<file path="src/rtl/ysyx_23060229_mem_arbiter.sv">
// Memory-port arbiter: shares one memory port between the IFU and the LSU.
// LSU wins ties unless the IFU has been passed over STREAK_MAX times in a row.
module ysyx_23060229_mem_arbiter #(
    parameter int unsigned ADDR_WIDTH = 32,
    parameter int unsigned DATA_WIDTH = 32,
    parameter int unsigned STREAK_MAX = 4
) (
    input  logic                  clk,
    input  logic                  rst,
    input  logic                  ifu_req_valid,
    output logic                  ifu_req_ready,
    input  logic [ADDR_WIDTH-1:0] ifu_addr,
    output logic                  ifu_resp_valid,
    output logic [DATA_WIDTH-1:0] ifu_rdata,
    input  logic                  lsu_req_valid,
    output logic                  lsu_req_ready,
    input  logic                  lsu_wen,
    input  logic [ADDR_WIDTH-1:0] lsu_addr,
    input  logic [DATA_WIDTH-1:0] lsu_wdata,
    input  logic [7:0]            lsu_wmask,
    output logic                  lsu_resp_valid,
    output logic [DATA_WIDTH-1:0] lsu_rdata,
    output logic                  mem_ren,
    output logic                  mem_wen,
    output logic [ADDR_WIDTH-1:0] mem_addr,
    output logic [DATA_WIDTH-1:0] mem_wdata,
    output logic [7:0]            mem_wmask,
    input  logic [DATA_WIDTH-1:0] mem_rdata,
    input  logic                  mem_resp_valid
);

    localparam int unsigned StreakW = $clog2(STREAK_MAX + 1);
    localparam logic [StreakW-1:0] StreakTop = StreakW'(STREAK_MAX);

    typedef enum logic [1:0] {StIdle, StIfuBusy, StLsuBusy} state_e;

    state_e                state_q, state_d;
    logic [StreakW-1:0]    streak_q, streak_d;
    logic [ADDR_WIDTH-1:0] addr_q, addr_d;
    logic [DATA_WIDTH-1:0] wdata_q, wdata_d;
    logic [7:0]            wmask_q, wmask_d;
    logic                  ren_q, ren_d;
    logic                  wen_q, wen_d;
    logic                  ifu_resp_q, ifu_resp_d;
    logic                  lsu_resp_q, lsu_resp_d;
    logic [DATA_WIDTH-1:0] ifu_rdata_q, ifu_rdata_d;
    logic [DATA_WIDTH-1:0] lsu_rdata_q, lsu_rdata_d;
    logic                  grant_ifu, grant_lsu;

    // Combinational grant in IDLE; masked during reset so every output reads 0.
    always_comb begin
        grant_ifu = 1'b0;
        grant_lsu = 1'b0;
        if (state_q == StIdle && !rst) begin
            if (lsu_req_valid && !(ifu_req_valid && streak_q == StreakTop)) begin
                grant_lsu = 1'b1;
            end else if (ifu_req_valid) begin
                grant_ifu = 1'b1;
            end
        end
    end

    // Next-state: capture the granted request, hold the strobe until memory completes.
    always_comb begin
        state_d     = state_q;
        streak_d    = streak_q;
        addr_d      = addr_q;
        wdata_d     = wdata_q;
        wmask_d     = wmask_q;
        ren_d       = ren_q;
        wen_d       = wen_q;
        ifu_resp_d  = 1'b0;
        lsu_resp_d  = 1'b0;
        ifu_rdata_d = ifu_rdata_q;
        lsu_rdata_d = lsu_rdata_q;
        unique case (state_q)
            StIdle: begin
                if (grant_lsu) begin
                    state_d = StLsuBusy;
                    addr_d  = lsu_addr;
                    wdata_d = lsu_wdata;
                    wmask_d = lsu_wmask;
                    wen_d   = lsu_wen;
                    ren_d   = !lsu_wen;
                    // Count only grants that made a waiting IFU lose out.
                    if (!ifu_req_valid) begin
                        streak_d = '0;
                    end else if (streak_q != StreakTop) begin
                        streak_d = streak_q + StreakW'(1);
                    end
                end else if (grant_ifu) begin
                    state_d  = StIfuBusy;
                    addr_d   = ifu_addr;
                    wen_d    = 1'b0;
                    ren_d    = 1'b1;
                    streak_d = '0;
                end else if (!ifu_req_valid) begin
                    streak_d = '0;
                end
            end
            StIfuBusy: begin
                if (mem_resp_valid) begin
                    state_d     = StIdle;
                    ren_d       = 1'b0;
                    ifu_resp_d  = 1'b1;
                    ifu_rdata_d = mem_rdata;
                end
            end
            StLsuBusy: begin
                if (mem_resp_valid) begin
                    state_d     = StIdle;
                    ren_d       = 1'b0;
                    wen_d       = 1'b0;
                    lsu_resp_d  = 1'b1;
                    lsu_rdata_d = wen_q ? '0 : mem_rdata;
                end
            end
            default: state_d = StIdle;
        endcase
    end

    // State and registered outputs; async reset abandons any access in flight.
    always_ff @(posedge clk or posedge rst) begin
        if (rst) begin
            state_q     <= StIdle;
            streak_q    <= '0;
            addr_q      <= '0;
            wdata_q     <= '0;
            wmask_q     <= '0;
            ren_q       <= 1'b0;
            wen_q       <= 1'b0;
            ifu_resp_q  <= 1'b0;
            lsu_resp_q  <= 1'b0;
            ifu_rdata_q <= '0;
            lsu_rdata_q <= '0;
        end else begin
            state_q     <= state_d;
            streak_q    <= streak_d;
            addr_q      <= addr_d;
            wdata_q     <= wdata_d;
            wmask_q     <= wmask_d;
            ren_q       <= ren_d;
            wen_q       <= wen_d;
            ifu_resp_q  <= ifu_resp_d;
            lsu_resp_q  <= lsu_resp_d;
            ifu_rdata_q <= ifu_rdata_d;
            lsu_rdata_q <= lsu_rdata_d;
        end
    end

    assign ifu_req_ready  = grant_ifu;
    assign lsu_req_ready  = grant_lsu;
    assign ifu_resp_valid = ifu_resp_q;
    assign lsu_resp_valid = lsu_resp_q;
    assign ifu_rdata      = ifu_rdata_q;
    assign lsu_rdata      = lsu_rdata_q;
    assign mem_ren        = ren_q;
    assign mem_wen        = wen_q;
    assign mem_addr       = addr_q;
    assign mem_wdata      = wdata_q;
    assign mem_wmask      = wmask_q;

endmodule

</file>
<file path="config.mk">
export PLATFORM = sky130hd
export DESIGN_NAME = ysyx_23060229_mem_arbiter
export DESIGN_NICKNAME = d
export VERILOG_FILES = /design/src/rtl/ysyx_23060229_mem_arbiter.sv
export SDC_FILE = /design/constraint.sdc
export NUM_CORES = 1
export LEC_CHECK = 0
export BUFFER_PORTS_ARGS = -buffer_cell sky130_fd_sc_hd__buf_2
export CORE_MARGIN = 2
export CORE_UTILIZATION = 25
export CTS_BUF_LIST = sky130_fd_sc_hd__clkbuf_4
export DETAILED_ROUTE_END_ITERATION = 7
export SLEW_MARGIN = 20
export SYNTH_ARGS = -nofsm -noshare
export SYNTH_HDL_FRONTEND = slang
export SYNTH_SLANG_ARGS = --single-unit
</file>
<file path="constraint.sdc">
create_clock -name clk -period 5.1 [get_ports clk]
set_clock_uncertainty 0.05 [all_clocks]
set_input_delay 0.255 -clock clk [delete_from_list [all_inputs] [get_ports clk]]
set_output_delay 0.255 -clock clk [all_outputs]
set_load 0.005 [all_outputs]
</file>
==> qor.yml <==
grt_use_total: 0.1437
combPwrFrac: 0.415
ys_ff_latch: 145
hold-worst-slack_ns: 0.1034
r2r_start: "state_q[1]$_DFFE_PP0P_"
slowest_stage: "and3_4"
swShare: 0.3247
startpoint_type: "register"
wl_per_cell_um: 14.79
maxCapViolCount: 0
min_period_ns: 3.175
rsz0062_at_grt: "no"
relSlewSlack: 0.3500
grt_max_degree: 104
critPathMaxFanout: 75
leakage_nw: 4.588
pin_count: 284
drtIter0Drc: 211
hold_violations: 0
htree_levels: 4
cts_tree: "yes"
worst_slack_ns: 1.925
crit_chain: "inv_1, ha_1, and2b_1, buf_4, and3_4, buf_2"
path_class: "register to output pin"
firstDrtPassIters: 4
setup_violations: 0
finalInstanceArea_um2: 9368
drtAntennaViolNets: 0
fmax_mhz: 315.0
drt_wl_total_um: 17800
layout_common_cells: "283 x buf_2, 145 x dfrtp_1, 140 x dlygate4sd3_1, 72 x mux2_2, 35 x nand2_1"
pre_cts_ws_ns: 2.372
synthCells: 457
antenna_found_initial: 1
start_util: 0.2553
final.setup.tns_ns: 0
p_per_area_nw_per_um2: 506.3
holdPathEnd: "state_q[0]$_DFFE_PP0P_"
die_y_um: 158.8
p_int_mw: 3.203
portBuffers: 283
drive_gt1_frac: 0.4541
post-dp-hpwl_um: 10900
hp-class: "input port to register"
overflow: 0
ir_drop_mv: 0.2098
drc: 0
max_stage_delay_ns: 0.84
ys_warn_count: 0
synth.yosys.seq_area_share: 0.6056
synth_cell_type_count: 35
syn_nets: 604
grt_pass1_wl_um: 29360
syn_to_final_growth_pct: 56.34
mostFrequentLayoutCell: "buf_2"
syn_area_um2: 5992
final_nets: 1018
holdCritStartpoint: "mem_resp_valid"
avgSynthCellArea_um2: 13.11
cts_buffer_depth: 2
r2r_end: "mem_addr[26]$_DFFE_PP0P_"
timing.final.crit_share: 0.6225
cp.arrival_ns: 2.87
path_clk_slew_ns: 0.13
outcome: "finished clean"
placed_area_um2: 7666
power_frac_seq: 0.419
routabilityCongestion: 0.7415
reg2reg_depth: 7
rows: 56
regToRegSetupSlack_ns: 1.99
clkPwrFrac: 0.166
cts_buffers: 17
switchingPower_mw: 1.540
fp.coreArea_um2: 23470
whs_path_depth: 3
clock_sinks: 145
endpoint_kind: "output pin"
vias: 5212
die-area_um2: 25220
vias_per_cell: 4.333
worstPathRequired_ns: 4.80
worstMarginPinSlew_ns: 0.9750
root_buffer: "clkbuf_4"
drv_slew: 0
grt_pass1_vias: 5669
worstSkewPairLatency_ns: 0.53
die_w_um: 158.8
[stage by stage]
step / power, mW / cells / util
floorplan: 2.906 / 457 / -
global placement: 3.684 / 1031 / 0.3266
detailed placement: 3.714 / 1031 / 0.3266
CTS: 4.787 / 1202 / 0.3990
global route: 5.103 / 1203 / 0.3991
finish: 4.743 / 1203 / 0.3991
[critical path, delay by kind of cell, from the launching register on]
kind | cells | cell delay (ns)
buf+inv | 3 | 0.68
simple gates | 2 | 0.99
fa+ha+maj | 1 | 0.24
flops | 1 | 0.41
[sequential cells by signal (all words and copies together) (netlist names)]
| name | cells |
|---|---|
| mem_addr | 32 |
| state_q | 2 |
| mem_wmask | 8 |
| lsu_resp_valid | 1 |
| streak_q | 3 |
| mem_wdata | 32 |
| ifu_rdata | 32 |
| mem_ren | 1 |
| lsu_rdata | 32 |
| ifu_resp_valid | 1 |
| mem_wen | 1 |
[metal layers]
layer | global-route usage | wire length (um) | vias to the layer above
li1 | - | - | 2459
met1 | 0.1767 | 7641 | 2526
met2 | 0.2398 | 8749 | 201
met3 | 0.04154 | 1035 | 26
met4 | 0.05254 | 372 | 0
met5 | 0 | 0 | -
[power by group through the flow]
stage	Combinational [mW]	Clock (mW)	Sequential, mW
finish	1.97	0.787	1.99
global placement	1.69	0	2.00
CTS	1.97	0.831	1.98
detailed placement	1.72	0	2.00
floorplan	0.877	0	2.03
global route	2.16	0.884	2.06
[timing repair]
item                                   4_1_cts  5_1_grt
hold buffers                               140        0
setup buffers                                0        0
endpoints found under the hold margin      242        0
resized for setup                            0        0
[cell usage after synthesis]
library cell | instances | area [um^2]
mux2_2 | 72 | 810.8
a22o_1 | 1 | 8.760
a31oi_1 | 2 | 12.51
a21boi_1 | 1 | 7.510
inv_1 | 11 | 41.29
and3b_1 | 1 | 8.760
a221o_1 | 29 | 290.3
o2bb2ai_1 | 1 | 8.760
buf_6 | 7 | 78.83
a21boi_2 | 1 | 11.26
o21bai_1 | 1 | 7.510
clkbuf_1 | 15 | 56.30
o21ai_0 | 34 | 170.2
or3_1 | 1 | 6.260
ha_1 | 5 | 62.56
nand2b_1 | 34 | 212.7
a21bo_2 | 1 | 10.01
nand3_1 | 2 | 10.01
o22ai_1 | 1 | 6.260
and2b_1 | 1 | 7.510
or2_2 | 1 | 6.260
a41o_2 | 1 | 11.26
dfrtp_1 | 145 | 3628
buf_1 | 3 | 11.26
nor4b_1 | 1 | 8.760
a41oi_1 | 1 | 8.760
a32o_1 | 1 | 10.01
buf_2 | 7 | 35.03
and3_4 | 1 | 11.26
nand2_1 | 36 | 135.1
a21oi_1 | 2 | 10.01
a221o_2 | 3 | 33.78
a21boi_0 | 32 | 240.2
a31o_2 | 1 | 8.760
clkbuf_2 | 1 | 5.000
[final cells by class]
class | count | area [um^2]
fillers | 2225 | 14100
clock inverters | 13 | 162.7
well taps | 319 | 399.1
inverters | 11 | 46.29
multi-input cells | 268 | 2138
diodes | 1 | 2.502
flip-flops and latches | 145 | 3628
clock buffers | 18 | 135.1
repair buffers | 428 | 2855
[cell families (layout without fill, tap and decap cells)]
logic type | after synthesis | after routing | share of synthesized area
AO/OA/AOI/OAI | 113 | 113 | 0.1428
adder cells (fa/ha/maj) | 5 | 5 | 0.01044
buffers and inverters | 44 | 470 | 0.03800
flip-flops | 145 | 145 | 0.6056
multiplexers | 72 | 72 | 0.1353
other | 0 | 1 | 0
AND/OR/NAND/NOR | 78 | 78 | 0.06787
[worst max path at each step]
stage / start / end / slack [ns] / cells past startpoint
2_1_floorplan: rst / ifu_rdata[0]$_DFFE_PP0P_ / 0.88 / 1
3_3_place_gp: state_q[0]$_DFFE_PP0P_ / mem_wdata[25]$_DFFE_PP0P_ / 2.37 / 6
3_5_place_dp: state_q[1]$_DFFE_PP0P_ / mem_wdata[29]$_DFFE_PP0P_ / 2.37 / 6
4_1_cts: state_q[1]$_DFFE_PP0P_ / lsu_req_ready / 1.79 / 6
5_1_grt: state_q[1]$_DFFE_PP0P_ / lsu_req_ready / 1.61 / 6
6_report: state_q[1]$_DFFE_PP0P_ / lsu_req_ready / 1.93 / 6
No activity file was read; power rests on OpenSTA's default activity.
